<file path="src/rtl/latency_fifo_if.sv">
// latency_fifo_if: request credit, result return and drain handshake of latency_fifo.
interface latency_fifo_if #(parameter int WIDTH = 16);
   logic             req_ready;
   logic             req_valid;
   logic             rsp_valid;
   logic [WIDTH-1:0] rsp_data;
   logic             out_valid;
   logic [WIDTH-1:0] out_data;
   logic             out_ready;
   logic             err;
   modport master (input req_ready, out_valid, out_data, err,
                   output req_valid, rsp_valid, rsp_data, out_ready);
   modport slave (output req_ready, out_valid, out_data, err,
                  input req_valid, rsp_valid, rsp_data, out_ready);
endinterface

</file>
<file path="src/rtl/latency_fifo.sv">
// latency_fifo: credit-managed return buffer for a fixed-latency path, drained by valid/ready.
module latency_fifo #(
   parameter int WIDTH   = 16,
   parameter int LATENCY = 2,
   parameter int DEPTH   = 4
) (
   input logic           clk,
   input logic           reset,
   latency_fifo_if.slave bus
);
   localparam int AW = $clog2(DEPTH);
   localparam int CW = $clog2(DEPTH + 1);
   localparam logic [CW-1:0] FULL = CW'(DEPTH);

   if (DEPTH < 2 || (DEPTH & (DEPTH - 1)) != 0 || LATENCY < 1) begin : g_bad_params
      $error("latency_fifo: DEPTH must be a power of two >= 2 and LATENCY >= 1");
   end

   logic [WIDTH-1:0] mem [DEPTH];
   logic [AW-1:0]    wr_ptr, rd_ptr;
   logic [CW-1:0]    count, inflight;
   logic             issue, pop, push, full, under;

   // Credits cover stored plus in-flight results, so a return always finds a slot.
   always_comb begin
      full          = count == FULL;
      bus.req_ready = !reset && ({1'b0, count} + {1'b0, inflight} < {1'b0, FULL});
      bus.out_valid = !reset && count != '0;
      bus.out_data  = mem[rd_ptr];
      issue         = bus.req_valid && bus.req_ready;
      pop           = bus.out_valid && bus.out_ready;
      push          = bus.rsp_valid && (!full || pop);
      under         = bus.rsp_valid && inflight == '0 && !issue;
   end

   always_ff @(posedge clk)
      if (push) mem[wr_ptr] <= bus.rsp_data;

   always_ff @(posedge clk)
      if (reset) begin
         wr_ptr   <= '0;
         rd_ptr   <= '0;
         count    <= '0;
         inflight <= '0;
         bus.err  <= 1'b0;
      end else begin
         if (push) wr_ptr <= wr_ptr + AW'(1);
         if (pop) rd_ptr <= rd_ptr + AW'(1);
         count <= count + CW'(push) - CW'(pop);
         if (!under) inflight <= inflight + CW'(issue) - CW'(bus.rsp_valid);
         if (under || (bus.rsp_valid && full && !pop) || (bus.req_valid && !bus.req_ready))
            bus.err <= 1'b1;
      end
endmodule

</file>
<file path="src/flat_wrapper.sv">
// flat-port wrapper written by rule: the top's interface ports become plain ports
module latency_fifo_flat 
#(
   parameter int WIDTH   = 16,
   parameter int LATENCY = 2,
   parameter int DEPTH   = 4
)
  (clk, reset, bus_req_ready, bus_out_valid, bus_out_data, bus_err, bus_req_valid, bus_rsp_valid, bus_rsp_data, bus_out_ready);
  latency_fifo_if #(.WIDTH(WIDTH)) bus_i ();
  input logic clk;
  input logic reset;
  output wire logic [$bits(bus_i.req_ready)-1:0] bus_req_ready;
  output wire logic [$bits(bus_i.out_valid)-1:0] bus_out_valid;
  output wire logic [$bits(bus_i.out_data)-1:0] bus_out_data;
  output wire logic [$bits(bus_i.err)-1:0] bus_err;
  input wire logic [$bits(bus_i.req_valid)-1:0] bus_req_valid;
  input wire logic [$bits(bus_i.rsp_valid)-1:0] bus_rsp_valid;
  input wire logic [$bits(bus_i.rsp_data)-1:0] bus_rsp_data;
  input wire logic [$bits(bus_i.out_ready)-1:0] bus_out_ready;
  assign bus_req_ready = bus_i.req_ready;
  assign bus_out_valid = bus_i.out_valid;
  assign bus_out_data = bus_i.out_data;
  assign bus_err = bus_i.err;
  assign bus_i.req_valid = bus_req_valid;
  assign bus_i.rsp_valid = bus_rsp_valid;
  assign bus_i.rsp_data = bus_rsp_data;
  assign bus_i.out_ready = bus_out_ready;
  latency_fifo #(.WIDTH(WIDTH), .LATENCY(LATENCY), .DEPTH(DEPTH)) u_core (.clk(clk), .reset(reset), .bus(bus_i));
endmodule
</file>
<file path="config.mk">
export PLATFORM = sky130hd
export DESIGN_NAME = latency_fifo_flat
export DESIGN_NICKNAME = d
export VERILOG_FILES = /design/src/rtl/latency_fifo_if.sv /design/src/rtl/latency_fifo.sv /design/src/flat_wrapper.sv
export SDC_FILE = /design/constraint.sdc
export NUM_CORES = 1
export LEC_CHECK = 0
export CAP_MARGIN = 10
export CELL_PAD_IN_SITES_DETAIL_PLACEMENT = 2
export CELL_PAD_IN_SITES_GLOBAL_PLACEMENT = 2
export CORE_UTILIZATION = 44
export CTS_CLUSTER_DIAMETER = 80
export DETAILED_ROUTE_END_ITERATION = 7
export GPL_ROUTABILITY_DRIVEN = 0
export PLACE_DENSITY = 0.95
export SLEW_MARGIN = 10
export SYNTH_ARGS = -nofsm -noshare
export SYNTH_HDL_FRONTEND = slang
export SYNTH_SLANG_ARGS = --single-unit
</file>
<file path="constraint.sdc">
create_clock -name clk -period 4.8 [get_ports clk]
set_clock_uncertainty 0.05 [all_clocks]
set_input_delay 1.2 -clock clk [delete_from_list [all_inputs] [get_ports clk]]
set_output_delay 1.2 -clock clk [all_outputs]
set_load 0.1 [all_outputs]
</file>
# --- After elaboration in Yosys (flattened, before gate mapping) ---
# Memory sizes are Yosys's and may differ from the RTL's. A register that Yosys moved wholly into a read port is not among the register bits.
# Index checks and enable logic that the tools add are counted.
# Widths: inputs -> output; s select.
word_totals:
  wordCells: 39
  ramBits: 64
  out_inout_bits: 19
  mem_bits_ro: 0
  in_bits: 21
  latch_bits: 0
  register_bits: 11
  n_memories: 1
memory_table:
  columns: ["name", "depth", "width", "read_ports", "rd_ports_with_merged_regs", "write_ports", "line_no", "source"]
  rows:
  - ["u_core.mem", 4, 16, 1, 1, 1, "latency_fifo.sv:19", "logic [WIDTH-1:0] mem [DEPTH];"]
op_classes:
  n_shift: 0
  mul: 0
  reduce_logical: 20
  n_div: 0
  addsub: 7
  mux: 4
  n_eq_ne: 1
  n_lt_le_gt_ge: 1
  n_bitwise: 0
op_table:
  columns: ["op", "n"]
  rows:
  - ["$logic_and 1x1->1", 10]
  - ["$add 3x1->3", 2]
  - ["$sub 3x1->3", 2]
  - ["$logic_not 1->1", 5]
  - ["$add 2x1->2 const B", 2]
  - ["$add 3x3->4", 1]
  - ["$lt 4x3->1 const B", 1]
  - ["$mux 2", 2]
  - ["$eq 3x3->1 const B", 1]
  - ["$logic_not 3->1", 1]
  - ["$logic_or 1x1->1", 3]
  - ["$reduce_bool 3->1", 1]
  - ["$mux 1", 2]

# --- Longest topological paths before layout ---
# Gate-level depths: netlist (run 1).
depth:
  word_depth: 8
  depth_mapped: 10
  depth_no_buf: 10

# --- Worst setup path after synthesis (run 1) ---
# Ideal clock, no wire load.
synth_path:
  path_type: "input -> output"
  from: "input reset"
  to: "output bus_req_ready"
  path_buffers: 0
  path_stages: 2
  setup_slack_ns: 0.280
  arrival_time_ns: 3.270
  required_ns: 3.550
  cell_sequence: "or4_1 a31oi_1"
synth_between:
  elab_chain_cells: 2
synth_lines:
  columns: ["element", "line_no", "source"]
  rows:
  - ["from (decl)", "flat_wrapper.sv:11", "input logic reset;"]
  - ["$logic_not 1->1", "latency_fifo.sv:27", "bus.req_ready = !reset && ({1'b0, count} + {1'b0, inflight} < {1'b0, FULL});"]
  - ["$logic_and 1x1->1", "latency_fifo.sv:27", null]
  - ["to (decl)", "flat_wrapper.sv:12", "output wire logic [$bits(bus_i.req_ready)-1:0] bus_req_ready;"]
# No other way between the ends.

# --- Worst setup path after layout (run 1) ---
# Ends and elaborated chain as after synthesis.

==> metrics.cfg, run 1 <==
[final_layout]
layout-drive-gt1-share_pct = 21.2
layout_common_cells = edfxtp_1, clkdlybuf4s50_1, mux4_2
antenna_cells = 0
postLayoutCoreUtil_pct = 57.0
fillers = 539
layout_commonest_cell = edfxtp_1
syn2layout_area_growth_pct = 22.5
layout.nets = 240

[run_status]
status = finished with violations
failed_checks = design-rule violations

[critical_path]
cpPeakStageDelay_ns = 0.57
cp_max_fo = 2
reg2reg_from = u_core.inflight[2]$_SDFFE_PP0N_
crit_slowest_cell = or4_1
worstPathCellList = clkdlybuf4s50_1 -> or4_1 -> a31oi_1 -> buf_12
required_ns = 3.55
startpoint_type = input port
cp.arrival_ns = 2.77
end_kind = output pin
crit_start = reset
critical_path_class = in2out

[floorplan]
rows = 29
initial_core_util_pct = 46.6
core_area_um2 = 6490
die_y_um = 84.9
io_pins = 40
die_w_um = 84.9
dieArea_um2 = 7210

[power]
p_per_area_nw_per_um2 = 612
pwr-share-clk_pct = 23.5
p_sw_uw = 894
p_int_uw = 1370
power_leakage_uw = 0.00128
ir_drop_uv = 249
comb_power_share_pct = 37.4
seq_power_share_pct = 39.2
swShare_pct = 39.4

[job]
drv_cap = 0

[grt]
grt_max_degree = 17
gr-total-overflow = 0
grt_pass1_vias = 1847
grtUsageTotal_pct = 20.7
antenna_found_initial = 0
grt_pass1_wl_mm = 10.6

[place]
hpwl_mm = 4.55
port_buffers = 39
dp_worst_setup_slack_ns = 0.854

[route]
vias = 1576
vias_per_cell = 5.45
drt_wl_total_mm = 6.71
first_pass_iters = 6
wl_per_cell_um = 23.2
drt_iter0_drc = 84
drc = 4
drtAntennaViolNets = 0

[yosys]
synth.distinct_cells = 25
synthSimpleGateAreaFrac_pct = 4.26
yosys-mux-area-fraction_pct = 12.2
yosysSeqAreaShare_pct = 72.2
syn_inst = 160
ys_warn_count = 0
synth_compound_area_share_pct = 1.61
ys_ff_latch = 77
synth_top_family_by_area = multiplexers
syn_avg_cell_area_um2 = 18.9
netlist_area_um2 = 3020
synth_adder_area_share_pct = 5.46
synth-xor-area-share_pct = 2.03
synth_nets = 193

[clocking]
cts_buffer_depth = 2
cts_max_level = 3
ctsResizeCount = 0
ctsHoldBuffers = 0
insertion_delay_ns = 0.34
root_buffer = clkbuf_8
numCtsBuffers = 9
cts_sinks = 77
clkTransAtPathRegs_ns = 0.08
cts_tree = built
post_cts_buffers = 0

[min_path]
hold_path.class = reg2reg
worstHoldStart = u_core.bus.err$_SDFFE_PP0P_

[sta]
slew_headroom_pct = 34.4
setup_slack_ns = 0.783
tightest_slew_ns = 0.982
max_freq_mhz = 249
fin_setup_tns_ns = 0
slew_viol_final = 0
finalHoldViolCount = 0
min_period_over_period_pct = 83.7
fin_crit_ns = 4.02
setup_viol = 0
rsz0062_at_grt = false

cell usage after synthesis:
cell,n,share of area [%]
a21oi_2,1,0.29
nor2b_1,3,0.62
nor3_1,1,0.17
ha_1,10,4.1
nor3b_1,2,0.50
dfxtp_1,13,8.6
a31oi_1,2,0.41
inv_1,12,1.5
buf_4,1,0.25
clkbuf_1,3,0.37
a21oi_1,1,0.17
or4_1,1,0.25
mux2i_1,1,0.33
nor2_1,8,0.99
a21boi_1,1,0.25
edfxtp_1,64,64
o21ai_0,1,0.17
fa_1,2,1.3
mux4_2,16,12
nor4b_1,1,0.29
a311o_1,1,0.33
nand2b_1,1,0.21
and2_1,6,1.2
xnor2_1,7,2.0
buf_1,1,0.12
cell type report:
type,count,area (µm²),share of cell area [%]
Tap cell,77,96.3,2.60
Clock inverter,6,87.6,2.36
Timing Repair Buffer,41,390,10.5
Clock buffer,10,128,3.45
Sequential cell,77,2180,58.9
Inverter,12,45.0,1.22
Multi-Input combinational cell,66,774,20.9
metal layers:
layer	track usage (%)	vias up	routed length [µm]
met5	0	-	0
met3	4.18	6	214
met2	36.1	33	3530
li1	-	702	-
met4	7.24	0	53
met1	25.8	835	2910
worst paths after layout:
| check | cells past startpoint | to | slack, ns |
|---|---|---|---|
| max | 4 | bus_req_ready | 0.78 |
| min | 2 | u_core.bus.err$_SDFFE_PP0P_ | 0.51 |
| max reg2reg | 10 | u_core.inflight[2]$_SDFFE_PP0N_ | 2.08 |
| min reg2reg | 2 | u_core.bus.err$_SDFFE_PP0P_ | 0.51 |
through the flow:
| step | hold slack (ns) | cells | total power, µW | instance area, µm² |
|---|---|---|---|---|
| finish | 0.513 | 289 | 2270 | 3700 |
| global route | 0.564 | 289 | 2360 | 3700 |
| CTS | 0.515 | 289 | 2290 | 3700 |
| detailed placement | 0.495 | 273 | 1750 | 3490 |
| global placement | 0.435 | 273 | 1700 | 3490 |
| floorplan | 0.440 | 160 | 1520 | 3020 |
critical path: cells and delay by family:
family                 cells  cell delay, ns
AO/OA/AOI/OAI              1            0.34
buffers and inverters      2            0.66
AND/OR/NAND/NOR            1            0.57
power groups by stage:
stage          clock network, µW  logic (µW)  registers, µW
6_report                     533         847            888
5_1_grt                      569         897            899
4_1_cts                      541         859            890
3_5_place_dp                   0         844            903
3_3_place_gp                   0         811            891
2_1_floorplan                  0         638            882
sequential cells by signal, indices dropped and copies added (netlist names), named ones only:
name / cells
u_core.count: 3
u_core.rd_ptr: 2
u_core.wr_ptr: 2
u_core.inflight: 3
u_core.bus.err: 1
u_core.mem: 64
kinds of logic after synthesis:
logic type               Yosys count
AO/OA/AOI/OAI                      7
adder cells (fa/ha/maj)           12
XOR/XNOR                           7
buffers and inverters             17
AND/OR/NAND/NOR                   23
multiplexers                      17
flip-flops                        77
No activity file was read; power rests on OpenSTA's default activity.
==> run 2, diff against run 1 <==
--- a/config.mk
+++ b/config.mk
@@ -8,11 +8,11 @@
 export CAP_MARGIN = 10
 export CELL_PAD_IN_SITES_DETAIL_PLACEMENT = 2
 export CELL_PAD_IN_SITES_GLOBAL_PLACEMENT = 2
-export CORE_UTILIZATION = 44
+export CORE_UTILIZATION = 40
 export CTS_CLUSTER_DIAMETER = 80
 export DETAILED_ROUTE_END_ITERATION = 7
 export GPL_ROUTABILITY_DRIVEN = 0
-export PLACE_DENSITY = 0.95
+export PLACE_DENSITY = 0.88
 export SLEW_MARGIN = 10
 export SYNTH_ARGS = -nofsm -noshare
 export SYNTH_HDL_FRONTEND = slang
==> constraint.sdc (replaced) <==
create_clock -name clk -period 4.15 [get_ports clk]
set_clock_uncertainty 0.05 [all_clocks]
set_input_delay 1.0375 -clock clk [delete_from_list [all_inputs] [get_ports clk]]
set_output_delay 1.0375 -clock clk [all_outputs]
set_load 0.1 [all_outputs]
==> run 2 against run 1 <==
The run now ends clean; die area up 9.8%; register-to-register slack lost 0.63 ns; utilization is 5.6 points lower; wire length rose by 4.6%; non-clock buffer count rose by 4; via count grew 1.5%; hold slack got worse by 0.012 ns; sequential power grew 15%; sequential cell count unchanged; largest cell class unchanged.
==> metrics.cfg, run 2 (synthesis results as in run 1) <==
[run_status]
status = complete, no violations

[sta]
fin_crit_ns = 3.52
min_period_over_period_pct = 84.7
max_freq_mhz = 284
setup_viol = 0  ; unchanged
finalHoldViolCount = 0  ; unchanged
fin_setup_tns_ns = 0  ; unchanged
slew_headroom_pct = 35.6  ; +1.3 points
slew_viol_final = 0  ; unchanged
rsz0062_at_grt = false
tightest_slew_ns = 0.962  ; -0.0193 ns

[critical_path]
reg2reg_slack_ns = 1.45  ; -0.63 ns
reg2reg_to = u_core.inflight[2]$_SDFFE_PP0N_
critical_path_class = in2out
cp.arrival_ns = 2.43  ; -0.34 ns
ff2ff_path_depth = 10  ; unchanged
cp_max_fo = 2  ; unchanged
startpoint_type = input port
required_ns = 3.06  ; -0.49 ns
reg2reg_from = u_core.count[2]$_SDFF_PP0_
end_kind = output pin

[floorplan]
dieArea_um2 = 7910  ; +9.8%
rows = 31  ; +6.9%
core_area_um2 = 7290  ; +12%
io_pins = 40  ; unchanged
die_y_um = 89.0  ; +4.8%
initial_core_util_pct = 41.5  ; -5.1 points
die_w_um = 89.0  ; +4.8%

[route]
drtAntennaViolNets = 0  ; unchanged
wl_met3_um = 408  ; +91%
vias = 1600  ; +1.5%
topRoutingLayerUsed = met4
wl_met1_mm = 2.78  ; -4.7%
drc = 0  ; -4
drt_iter0_drc = 71  ; -15%
wl_met2_mm = 3.72  ; +5.4%
vias_per_cell = 5.08  ; -6.9%
first_pass_iters = 4  ; -2
wl_per_cell_um = 22.3  ; -4.0%
drt_wl_total_mm = 7.02  ; +4.6%

[min_path]
hold-path-endpoint = u_core.rd_ptr[0]$_SDFFE_PP0N_
hold_path.class = reg2reg
worstHoldStart = u_core.rd_ptr[0]$_SDFFE_PP0N_
whs_path_depth = 2  ; unchanged

[final_layout]
layout-drive-gt1-share_pct = 26.4  ; +5.2 points
layout_common_cells = edfxtp_1, buf_4, clkdlybuf4s50_1
largest_register = u_core.mem
layout_commonest_cell = edfxtp_1
syn2layout_area_growth_pct = 24.0
fin_area_um2 = 3750  ; +1.3%
largest_reg_flops = 64  ; unchanged
antenna_cells = 0  ; unchanged
reg_top3 = u_core.mem (64), u_core.count (3), u_core.inflight (3)
layout.nets = 244  ; +1.7%

[grt]
antenna_found_initial = 0  ; unchanged
grt_pass1_wl_mm = 10.8  ; +1.8%
grtUsageTotal_pct = 20.3  ; -0.41 points
grt_pass1_vias = 1841  ; -0.32%
grt_max_degree = 17  ; unchanged
gr-total-overflow = 0  ; unchanged

[clocking]
cts_buffer_depth = 2  ; unchanged
post_cts_buffers = 0  ; unchanged
cts_sinks = 77  ; unchanged
insertion_delay_ns = 0.34  ; about the same
numCtsBuffers = 9  ; unchanged
ctsHoldBuffers = 0  ; unchanged
ctsResizeCount = 0  ; unchanged
clkTransAtPathRegs_ns = 0.08  ; about the same
root_buffer = clkbuf_8
cts_tree = built
cts_max_level = 3  ; unchanged

[place]
dpl_cell_area_um2 = 3530  ; +1.3%
port_buffers = 39  ; unchanged
hpwl_mm = 4.58  ; +0.75%

[power]
p_total_uw = 2610  ; +15%
p_per_area_nw_per_um2 = 697  ; +14%
ir_drop_uv = 405  ; +62%
power_leakage_uw = 0.00131  ; +2.2%

[job]
drv_cap = 0  ; unchanged

run 2: cell count changes in the layout (fill, tap and decap cells not counted), sizes merged:
cell	previous run	this run
buf	13	24
clkdlybuf4s50	28	21
run 2: routing by layer:
layer / track usage [%] / vias up
met5: 0 / -
met3: 6.65 / 10
met2: 36.0 / 60
li1: - / 709
met4: 7.36 / 0
met1: 23.0 / 821
run 2: layout make-up:
class                      instances  area [µm²]
fill                             672        3540
sequential                        77        2180
timing repair buffer              45         403
clock inverter                     6        87.6
clock buffer                      10         128
tap                               99         124
multi-input combinational         66         781
inverter                          12        45.0
run 2: worst max path at each step:
stage / start / slack [ns] / endpoint / cells after the start
3_5_place_dp: reset / 0.57 / u_core.inflight[2]$_SDFFE_PP0N_ / 10
3_3_place_gp: reset / 0.64 / u_core.inflight[2]$_SDFFE_PP0N_ / 10
4_1_cts: reset / 0.62 / bus_req_ready / 4
6_report: reset / 0.63 / bus_req_ready / 4
2_1_floorplan: reset / 0.51 / bus_req_ready / 2
5_1_grt: reset / 0.56 / bus_req_ready / 4
run 2: report_power, final:
part           internal, µW  leakage (µW)  switching [µW]  total (µW)
registers               949      0.000694            75.3        1020
logic                   301      0.000506             679         979
clock network           339      0.000110             272         611
run 2: metrics by stage:
stage	cells	hold slack, ns	utilization (%)	worst slack (ns)
after floorplan	160	0.440	-	0.514
after global placement	299	0.452	48.5	0.638
after detailed placement	299	0.474	48.5	0.572
after CTS	315	0.501	51.4	0.618
after global routing	315	0.529	51.4	0.560
final	315	0.501	51.4	0.634
run 2: worst max-delay path, cell delays in order:
cell and delay [ns]:
clkdlybuf4s50_1 0.41, or4_1 0.55, a31oi_2 0.22, buf_12 0.20
==> run 3, diff against run 2 <==
--- a/config.mk
+++ b/config.mk
@@ -8,11 +8,11 @@
 export CAP_MARGIN = 10
 export CELL_PAD_IN_SITES_DETAIL_PLACEMENT = 2
 export CELL_PAD_IN_SITES_GLOBAL_PLACEMENT = 2
-export CORE_UTILIZATION = 40
+export CORE_UTILIZATION = 36
 export CTS_CLUSTER_DIAMETER = 80
 export DETAILED_ROUTE_END_ITERATION = 7
 export GPL_ROUTABILITY_DRIVEN = 0
-export PLACE_DENSITY = 0.88
+export PLACE_DENSITY = 0.85
 export SLEW_MARGIN = 10
 export SYNTH_ARGS = -nofsm -noshare
 export SYNTH_HDL_FRONTEND = slang
==> constraint.sdc (replaced) <==
create_clock -name clk -period 2.8 [get_ports clk]
set_clock_uncertainty 0.05 [all_clocks]
set_input_delay 0.7 -clock clk [delete_from_list [all_inputs] [get_ports clk]]
set_output_delay 0.7 -clock clk [all_outputs]
set_load 0.1 [all_outputs]
==> run 3 against run 2 <==
Critical path depth rose by 6; combinational power rose by 84%; global-route usage fell by 3.2 points; critical path type is now reg2reg; utilization fell by 0.84 points; clock power rose by 50%.
==> metrics.cfg, run 3 (synthesis results as in run 1) <==
[route]
vias_per_cell = 4.87  ; -4.2%
first_pass_iters = 4  ; unchanged
drtAntennaViolNets = 0  ; unchanged
drt_iter0_drc = 57  ; -20%
wl_per_cell_um = 19.4  ; -13%
drt_wl_total_mm = 6.49  ; -7.6%
vias = 1626  ; +1.6%
drc = 0  ; unchanged

[final_layout]
reg_top3 = u_core.mem (64), u_core.count (3), u_core.inflight (3)
largest_register = u_core.mem
largest_reg_flops = 64  ; unchanged
antenna_cells = 0  ; unchanged
fin_area_um2 = 4140  ; +10%
layout-drive-gt1-share_pct = 33.6  ; +7.2 points
syn2layout_area_growth_pct = 36.7
fillers = 729  ; +8.5%
layout.nets = 257  ; +5.3%
final_cells = 334  ; +6.0%
layout_common_cells = edfxtp_1, buf_12, clkdlybuf4s50_1
layout_commonest_cell = edfxtp_1

[sta]
fin_crit_ns = 2.67
setup_slack_ns = 0.126  ; -0.509 ns
rsz0062_at_grt = false
finalHoldViolCount = 0  ; unchanged
slew_headroom_pct = 68.1  ; +32 points
tightest_slew_ns = 0.473  ; -0.490 ns
setup_viol = 0  ; unchanged
max_freq_mhz = 374
slew_viol_final = 0  ; unchanged
fin_hold_ws_ns = 0.475  ; -0.0257 ns
min_period_over_period_pct = 95.5

[clocking]
clkTransAtPathRegs_ns = 0.08  ; about the same
ctsHoldBuffers = 0  ; unchanged
numCtsBuffers = 9  ; unchanged
cts_max_level = 3  ; unchanged
root_buffer = clkbuf_8
cts_tree = built
post_cts_buffers = 0  ; unchanged
insertion_delay_ns = 0.34  ; about the same
cts_buffer_depth = 2  ; unchanged
cts_sinks = 77  ; unchanged

[place]
place_inst = 318  ; +6.4%
dp_worst_setup_slack_ns = -0.420  ; -0.991 ns
hpwl_mm = 4.73  ; +3.3%
port_buffers = 39  ; unchanged
dpl_cell_area_um2 = 3900  ; +10%

[grt]
grtUsageTotal_pct = 17.1  ; -3.2 points
gr-total-overflow = 0  ; unchanged
grt_pass1_wl_mm = 10.6  ; -1.7%
grt_max_degree = 14  ; -3
antenna_found_initial = 0  ; unchanged
grt_pass1_vias = 1920  ; +4.3%

[floorplan]
rows = 33  ; +6.5%
core_area_um2 = 8180  ; +12%
die_y_um = 93.7  ; +5.3%
dieArea_um2 = 8770  ; +11%
die_w_um = 93.7  ; +5.3%
io_pins = 40  ; unchanged
initial_core_util_pct = 37.0  ; -4.5 points

[job]
drv_cap = 0  ; unchanged

[critical_path]
end_kind = flip-flop
ff2ff_path_depth = 10  ; unchanged
cp_max_fo = 3  ; +1
required_ns = 3.00  ; -0.06 ns
startpoint_type = flip-flop
cp.arrival_ns = 2.87  ; +0.44 ns
critical_path_class = reg2reg

[run_status]
status = complete, no violations

[power]
p_per_area_nw_per_um2 = 1020  ; +47%
power_leakage_uw = 0.00148  ; +13%
ir_drop_uv = 464  ; +15%

[min_path]
whs_path_depth = 2  ; unchanged
hold_path.class = reg2reg

run 3: metal layers:
layer | global-route usage [%] | part of all wire [%] | wire, µm
met3 | 3.32 | 3.1 | 203
met1 | 19.7 | 40 | 2620
met2 | 30.1 | 54 | 3510
met5 | 0 | 0 | 0
met4 | 9.23 | 2.4 | 153
run 3: power breakdown:
part	total (µW)	switching [µW]	internal, µW
sequential	1520	111	1410
clock	914	412	502
combinational	1800	1070	731
total	4230	1590	2640
run 3: final cells by class:
class	count	area (µm²)	share of cell area (%)
Sequential cell	77	2180	52.8
Multi-Input combinational cell	66	806	19.5
Timing Repair Buffer	58	754	18.2
Tap cell	105	131	3.18
Clock buffer	10	128	3.09
Clock inverter	6	86.3	2.09
Inverter	12	45.0	1.09
run 3: stage by stage:
stage / utilization [%] / power [µW] / setup TNS, ns
finish: 50.6 / 4230 / 0
global route: 50.6 / 4420 / 0
CTS: 50.4 / 4270 / 0
detailed placement: 47.7 / 3330 / -1.12
global placement: 47.7 / 3260 / -0.689
floorplan: - / 2640 / 0
run 3: repair_timing:
action,CTS,global route
gates resized for setup,1,6
pin swaps,0,3
setup endpoints to repair,2,3
run 3: final timing paths:
check,startpoint,endpoint,slack (ns)
worst max-delay path,u_core.inflight[2]$_SDFFE_PP0N_,u_core.inflight[2]$_SDFFE_PP0N_,0.13
worst min-delay path,u_core.bus.err$_SDFFE_PP0P_,u_core.bus.err$_SDFFE_PP0P_,0.48
worst max register to register,u_core.inflight[2]$_SDFFE_PP0N_,u_core.inflight[2]$_SDFFE_PP0N_,0.13
worst min register to register,u_core.bus.err$_SDFFE_PP0P_,u_core.bus.err$_SDFFE_PP0P_,0.48
run 3: critical path: stages, from the launching register on:
cell	delay (ns)
dfxtp_2	0.35
ha_1	0.29
or4_4	0.54
a311o_1	0.35
inv_1	0.06
ha_1	0.13
inv_1	0.05
fa_2	0.35
xnor2_2	0.14
xnor2_1	0.12
and2_1	0.14
